`src/rtl/regfile_pkg.sv`:
```
// Shared constants and types for the 2-read/1-write register file.
package regfile_pkg;

    localparam int unsigned REGFILE_DATA_W   = 32;
    localparam int unsigned REGFILE_ADDR_W   = 5;
    localparam int unsigned REGFILE_ZERO_IDX = 0;

    typedef logic [REGFILE_ADDR_W-1:0] reg_spec_t;

endpackage

```
`src/rtl/regfile_wr_decoder.sv`:
```
// One-hot row write-enable decoder: ADDR_W specifier to 2**ADDR_W rows, with enable.
module regfile_wr_decoder
    import regfile_pkg::*;
#(
    parameter int unsigned ADDR_W = REGFILE_ADDR_W
) (
    input  logic [ADDR_W-1:0]        addr_i,
    input  logic                     en_i,
    output logic [(1<<ADDR_W)-1:0]   row_we_o
);

    // At most one row is selected; none when disabled.
    always_comb begin
        row_we_o = '0;
        if (en_i) begin
            row_we_o[addr_i] = 1'b1;
        end
    end

endmodule

```
`src/rtl/regfile_2r1w.sv`:
```
// Parametrised register file: two registered read ports, one write port.
// Optional write-to-read forwarding is enabled by defining REGFILE_BYPASS_EN;
// without it, a same-cycle read of the written register returns the old value.
module regfile_2r1w
    import regfile_pkg::*;
#(
    parameter int unsigned DATA_W   = REGFILE_DATA_W,
    parameter int unsigned ADDR_W   = REGFILE_ADDR_W,
    parameter int unsigned ZERO_REG = 1
) (
    input  logic              clk,
    input  logic              reset,
    input  logic [ADDR_W-1:0] read_reg1,
    input  logic              read_en1,
    output logic [DATA_W-1:0] read_data1,
    input  logic [ADDR_W-1:0] read_reg2,
    input  logic              read_en2,
    output logic [DATA_W-1:0] read_data2,
    input  logic [ADDR_W-1:0] write_reg,
    input  logic [DATA_W-1:0] write_data,
    input  logic              reg_write
);

    localparam int unsigned       Depth   = 1 << ADDR_W;
    localparam logic [ADDR_W-1:0] ZeroIdx = ADDR_W'(REGFILE_ZERO_IDX);

    logic [DATA_W-1:0] mem_q [Depth];
    logic [Depth-1:0]  row_we_raw;
    logic [Depth-1:0]  row_we;
    logic [DATA_W-1:0] rd1_q, rd1_d;
    logic [DATA_W-1:0] rd2_q, rd2_d;

    regfile_wr_decoder #(
        .ADDR_W (ADDR_W)
    ) u_wr_dec (
        .addr_i   (write_reg),
        .en_i     (reg_write & ~reset),
        .row_we_o (row_we_raw)
    );

    // Hard-wired zero register never accepts a write.
    always_comb begin
        row_we = row_we_raw;
        if (ZERO_REG != 0) begin
            row_we[REGFILE_ZERO_IDX] = 1'b0;
        end
    end

    // Register array: synchronous clear, otherwise write the decoded row.
    always_ff @(posedge clk) begin
        if (reset) begin
            for (int i = 0; i < Depth; i++) begin
                mem_q[i] <= '0;
            end
        end else begin
            for (int i = 0; i < Depth; i++) begin
                if (row_we[i]) begin
                    mem_q[i] <= write_data;
                end
            end
        end
    end

    // Read-port next state: hold when disabled, optional forwarding, zero-register override.
    always_comb begin
        rd1_d = rd1_q;
        rd2_d = rd2_q;
        if (read_en1) begin
            rd1_d = mem_q[read_reg1];
`ifdef REGFILE_BYPASS_EN
            if (reg_write && (read_reg1 == write_reg)) begin
                rd1_d = write_data;
            end
`endif
            if ((ZERO_REG != 0) && (read_reg1 == ZeroIdx)) begin
                rd1_d = '0;
            end
        end
        if (read_en2) begin
            rd2_d = mem_q[read_reg2];
`ifdef REGFILE_BYPASS_EN
            if (reg_write && (read_reg2 == write_reg)) begin
                rd2_d = write_data;
            end
`endif
            if ((ZERO_REG != 0) && (read_reg2 == ZeroIdx)) begin
                rd2_d = '0;
            end
        end
    end

    // Registered read data; reset wins over read enables.
    always_ff @(posedge clk) begin
        if (reset) begin
            rd1_q <= '0;
            rd2_q <= '0;
        end else begin
            rd1_q <= rd1_d;
            rd2_q <= rd2_d;
        end
    end

    assign read_data1 = rd1_q;
    assign read_data2 = rd2_q;

endmodule

```
`config.mk`:
```
export PLATFORM = sky130hd
export DESIGN_NAME = regfile_2r1w
export DESIGN_NICKNAME = d
export VERILOG_FILES = /design/src/rtl/regfile_pkg.sv /design/src/rtl/regfile_wr_decoder.sv /design/src/rtl/regfile_2r1w.sv
export SDC_FILE = /design/constraint.sdc
export NUM_CORES = 2
export LEC_CHECK = 0
export BUFFER_PORTS_ARGS = -buffer_cell sky130_fd_sc_hd__buf_2
export CORE_MARGIN = 2
export CORE_UTILIZATION = 60
export CTS_BUF_LIST = sky130_fd_sc_hd__clkbuf_2 sky130_fd_sc_hd__clkbuf_4 sky130_fd_sc_hd__clkbuf_8
export DETAILED_ROUTE_END_ITERATION = 8
export HOLD_SLACK_MARGIN = 0.15
export PLACE_DENSITY_LB_ADDON = 0.25
export SLEW_MARGIN = 15
export SYNTH_ARGS = -nofsm -noshare
export SYNTH_HDL_FRONTEND = slang
export SYNTH_SLANG_ARGS = --single-unit
```
`constraint.sdc`:
```
create_clock -name clk -period 5.3 [get_ports clk]
set_input_delay 0.795 -clock clk [delete_from_list [all_inputs] [get_ports clk]]
set_output_delay 0.795 -clock clk [all_outputs]
set_load 0.1 [all_outputs]
```
======== Word level (Yosys, flattened, before mapping) ========
Memories as Yosys holds them, arrays and structs flattened.
Index checks and enable logic that the tools add are counted.
storage, ports and cells
  memories ................................ 1
  memory bits (writable) .................. 1024
  register bits after elaboration ......... 64
  bits of input ports ..................... 52
memories
  memory  depth  bits a word  rd ports  clocked after memory_dff  write ports  line                RTL
  mem_q   32     32           2         0                         32           regfile_2r1w.sv:27  logic [DATA_W-1:0] mem_q [Depth];
cells by class
  mux-type cells .......................... 131
  order comparisons ....................... 2
  bitwise logic cells ..................... 33
  reductions and logical operators ........ 3
operator list
  operator              count
  $mux W32              34
  $mux W1               96
  $or A1 B1 Y1          31
  $logic_not A5 Y1      2
  $lt A5 B6 Y1 const B  1
  $demux W1 S5          1
  $ge A5 B1 Y1 const B  1
  $and A1 B1 Y1         1
  $logic_and A1 B1 Y1   1
  $not A1 Y1            1

======== Logic depth before layout (Yosys ltp) ========
  depth in word-level cells ............... 9
  gate-level depth with buffers ........... 9
  gate-level depth less buffers ........... 5

======== Hierarchy ========
Synthesis repeated with hierarchy kept, for this count alone.
unflattened totals
  cell total of the unflattened synthesis .. 3399
  area total of the unflattened synthesis .. 52863.2 um^2
by module, submodules not included
  module              cells each  times used  area each (um^2)  seq. area each (um^2)
  regfile_2r1w        3352        1           52633.0           31069.8
  regfile_wr_decoder  47          1           230.2             0.0

======== Worst setup path after synthesis ========
Ideal clock, no wire load.
  path type ............................... input -> register
  from .................................... input reset
  to ...................................... memory mem_q[16][0] (netlist bit), enable pin
  stages on the path ...................... 5
  buffers on the path ..................... 2
  arrival ................................. 4.144 ns
  required time ........................... 4.834 ns
  setup slack ............................. 0.690 ns
  cells stage by stage .................... clkbuf_1 -> nor2b_1 -> or3b_2 -> clkbuf_1 -> o21ai_0
RTL lines
  what             line                RTL
  start, declared  regfile_2r1w.sv:12  input logic reset,
  end, declared    regfile_2r1w.sv:27

======== Worst setup path after layout ========
  from .................................... input read_reg2[1]
  to ...................................... register rd2_q[12], in the netlist read_data2[12]
on the way
  cells in the longest elaborated chain, start to end .. 2
  elaborated cells between the ends (all ways) .. 3
RTL lines
  what                                                        line                RTL
  start, declared                                             regfile_2r1w.sv:16  input logic [ADDR_W-1:0] read_reg2,
  $mem_v2 Z32 W32 / $logic_not A5 Y1 (equally long branches)  -
  $mux W32 *                                                  regfile_2r1w.sv:86  if ((ZERO_REG != 0) && (read_reg2 == ZeroIdx)) begin
  end signal, assigned                                        regfile_2r1w.sv:99  rd2_q <= rd2_d;
  end, declared                                               regfile_2r1w.sv:31  logic [DATA_W-1:0] rd2_q, rd2_d;
Every way passes the cells marked *; elsewhere a longest branch is shown, timed or not.
A chain may end at the register's enable or synchronous reset.

==> summary.md <==
| Metric | Value |
|---|---|
| Die Footprint | `0.08855 mm²` |
| Mean Syn Cell Area | `16.52 µm²` |
| Tcrit/Tclk final | `59.73%` |
| Worst IR Drop VDD | `373.1 µV` |
| WL met3 | `~22000 µm` |
| Root Driver | `clkbuf_8` |
| Slew headroom | `22.02%` |
| Setup TNS | `0 ps` |
| Drt total wl | `about 160000 µm` |
| Port Buffers | `115` |
| Top cells by area, synth | `edfxtp_1 58%, mux4_2 20%, and2_1 6.6%` |
| DR pass1 iterations | `6` |
| Fin area | `0.05734 mm²` |
| Layout area overhead | `10.88%` |
| Ys flop type | `edfxtp_1` |
| Routed WL per cell | `35.14 µm` |
| Share of Yosys cell area claimed by the top area cell type | `57.60%` |
| Startpoint types | `input port` |
| Nets | `3282` |
| Clock Path Buffers | `3` |
| Crit Path Class | `in -> reg` |
| Drt drc | `0` |
| Clock latency on the worst-skew pair | `840 ps` |
| Initial antenna violation count | `17` |
| Unrepaired setup endpoints after global routing | `no` |
| Tmin final | `around 3200 ps` |
| Vias in the first global route | `33805` |
| Finished Layout Cells | `4524` |
| Max-cap violation count | `0` |
| Placed Area | `0.05391 mm²` |
| Crit Path Max Fanout | `84` |
| Tightest Pin Transition | `approximately 1200 ps` |
| Met2 WL | `73000 µm` |
| Synthesized flop and latch total | `1056` |
| Reg clk slew, reported paths | `60 ps` |
| Min-Delay Path Class | `in -> reg` |
| Ratio of cells with drive above 1 in the final layout | `roughly a third` |
| Syn Nets | `3182` |
| Final Setup Violations | `0` |
| Crit end category | `flop` |
| Number of synthesized flops with an enable pin | `992` |
| Final GP Congestion | `around 0.91` |
| Met1 Wirelength | `53920 µm` |
| CTS sink count | `1056` |
| Clock buffers created by TritonCTS | `167` |
| CTS tree | `done` |
| # IOs | `116` |
| Post-CTS Resized | `0` |
| Final count of pins violating max slew | `0` |
| Max Clock Freq | `between 300 and 400 MHz` |
| Most common library cells after synthesis | `992 x edfxtp_1, 546 x and2_1, 463 x mux4_2` |
| Synth area leader | `edfxtp_1` |
| Clk_skew | `40.72 ps` |
| H-tree depth | `4` |
| CTS Hold Bufs | `0` |
| Core Rows | `107` |
| Cells after DPL | `4205` |
| Starting Density | `60.64%` |
| Dpl hpwl | `94460 µm` |
| DRT antenna net count | `0` |
| CP arrival | `3910 ps` |
| DR top layer | `met5` |
| Layout fillers | `5701` |
| Synth async-reset ratio | `0%` |
| Post-CTS setup buffers | `0` |
| Pwr per Cell Area | `roughly 340 mW/mm²` |
| Post-Syn Area | `0.05171 mm²` |
| Die Width | `297.6 µm` |
| Required @ worst endpoint | `around 6000 ps` |
| Most numerous cell in the Yosys netlist | `edfxtp_1` |
| Total grt overflow | `0` |
| Die span in y | `297.6 µm` |
| Sequential-to-total area share from yosys stat | `60.08%` |
| Syn Inst Count | `roughly 3100` |
| Core Area | `about 0.085 mm²` |
| Initial DRC count | `4680` |
| Largest net degree at the start of global routing | `114` |
| Synth cell types | `44` |
| Vias/cell | `7.196` |
| First-pass GRT wire length | `between 200000 and 250000 µm` |
| Lkg Pwr | `19.73 nW` |
| Post-layout util | `67.24%` |
| Tot GR Track Use | `36.39%` |
| Status | `complete, no violations` |
| Via count | `between 30000 and 40000` |
| Yosys warning total | `0` |
| Fin. Hold Viols | `0` |
| Pwr Total | `19.72 mW` |
-- metal layers --
metal / up-vias / GRT usage (%)
met1: 16465 / 47.89
met4: 18 / 19.88
met3: 549 / 10.55
li1: 12812 / -
met2: 2711 / 55.26
met5: - / 0
-- final timing paths --
kind	depth (start not counted)	start	endpoint	slack [ps]
worst max-delay path	8	read_reg2[1]	read_data2[12]	2130
worst min-delay path	3	read_en1	read_data1[28]	390
worst max register to register	5	mem_q[3][26]	read_data2[26]	2980
worst min register to register	2	read_data1[21]	read_data1[21]	440
-- critical path, stage by stage --
cell and delay (ps):
buf_8 520, nor2b_4 1020, buf_4 420, a221oi_1 130, a211oi_1 300, a2111oi_2 80, buf_2 210, o41ai_1 330
-- state kept, by name, summed over array words and instances, names as in the netlist --
register    cells
mem_q         992
read_data1     32
read_data2     32
-- layout by cell type (no fill, tap or decap), types with 5 or more instances in the layout --
cell type        synthesis  routed
a2111oi_1                0      11
a211o_1                 34      34
a211oi_1                55      55
a21oi_1                 17      17
a221o_1                 14      14
a221oi_1                26      26
a22o_1                  32      32
a22oi_1                 11      11
and2_1                 546     546
and3_1                  18      18
buf_12                   0      12
buf_2                   69     111
buf_4                   14      86
clkbuf_4                 0      78
clkbuf_8                 0     185
clkdlybuf4s18_2          0       5
clkinv_1                 0      28
clkinv_2                 0      12
dfxtp_1                 64      64
edfxtp_1               992     992
inv_1                   18      17
inv_6                    0       7
mux2_2                  76      76
mux2i_1                 74      74
mux4_2                 463     463
nand2_1                100     100
nand2b_1                 5       5
nand3_1                  5       5
nand3b_1                 8       8
nor2_1                  29      10
nor2_2                   0      17
nor2b_1                 62      60
o21ai_0                 63      32
o21ai_4                  0      32
o22ai_1                 74      74
o41ai_1                 15      15
-- stage by stage --
| step | setup slack [ps] | hold slack [ps] |
|---|---|---|
| floorplan | 690.3 | 689.1 |
| global placement | 446.9 | 423.1 |
| detailed placement | 1330 | 431.1 |
| CTS | 2225 | 341.8 |
| global route | 2123 | 444.7 |
| finish | 2134 | 388.0 |
-- area by class of cell --
type	instances	area (µm²)	share of cell area (%)
repair buffers	220	1575	2.747
clock buffers	261	3104	5.414
inverters	18	67.56	0.1178
well taps	1144	1431	2.496
clock inverters	54	317.8	0.5542
multi-input cells	1767	19760	34.47
diodes	4	10.01	0.01746
flip-flops and latches	1056	31070	54.19
-- power breakdown --
group | switching [mW] | internal (mW)
Sequential | 0.332 | 9.74
Combinational | 1.57 | 0.991
Clock | 3.30 | 3.80
Total | 5.20 | 14.5
-- kinds of logic (layout without fill, tap and decap cells) --
group | count (synthesis) | count (layout) | share of synthesized area, %
AND/OR/NAND/NOR | 782 | 782 | 8.863
multiplexers | 613 | 613 | 23.25
flip-flops | 1056 | 1056 | 60.08
buffers and inverters | 307 | 553 | 2.599
AO/OA/AOI/OAI | 372 | 372 | 5.207
other | 0 | 4 | 0
No activity file was read; power rests on OpenSTA's default activity.
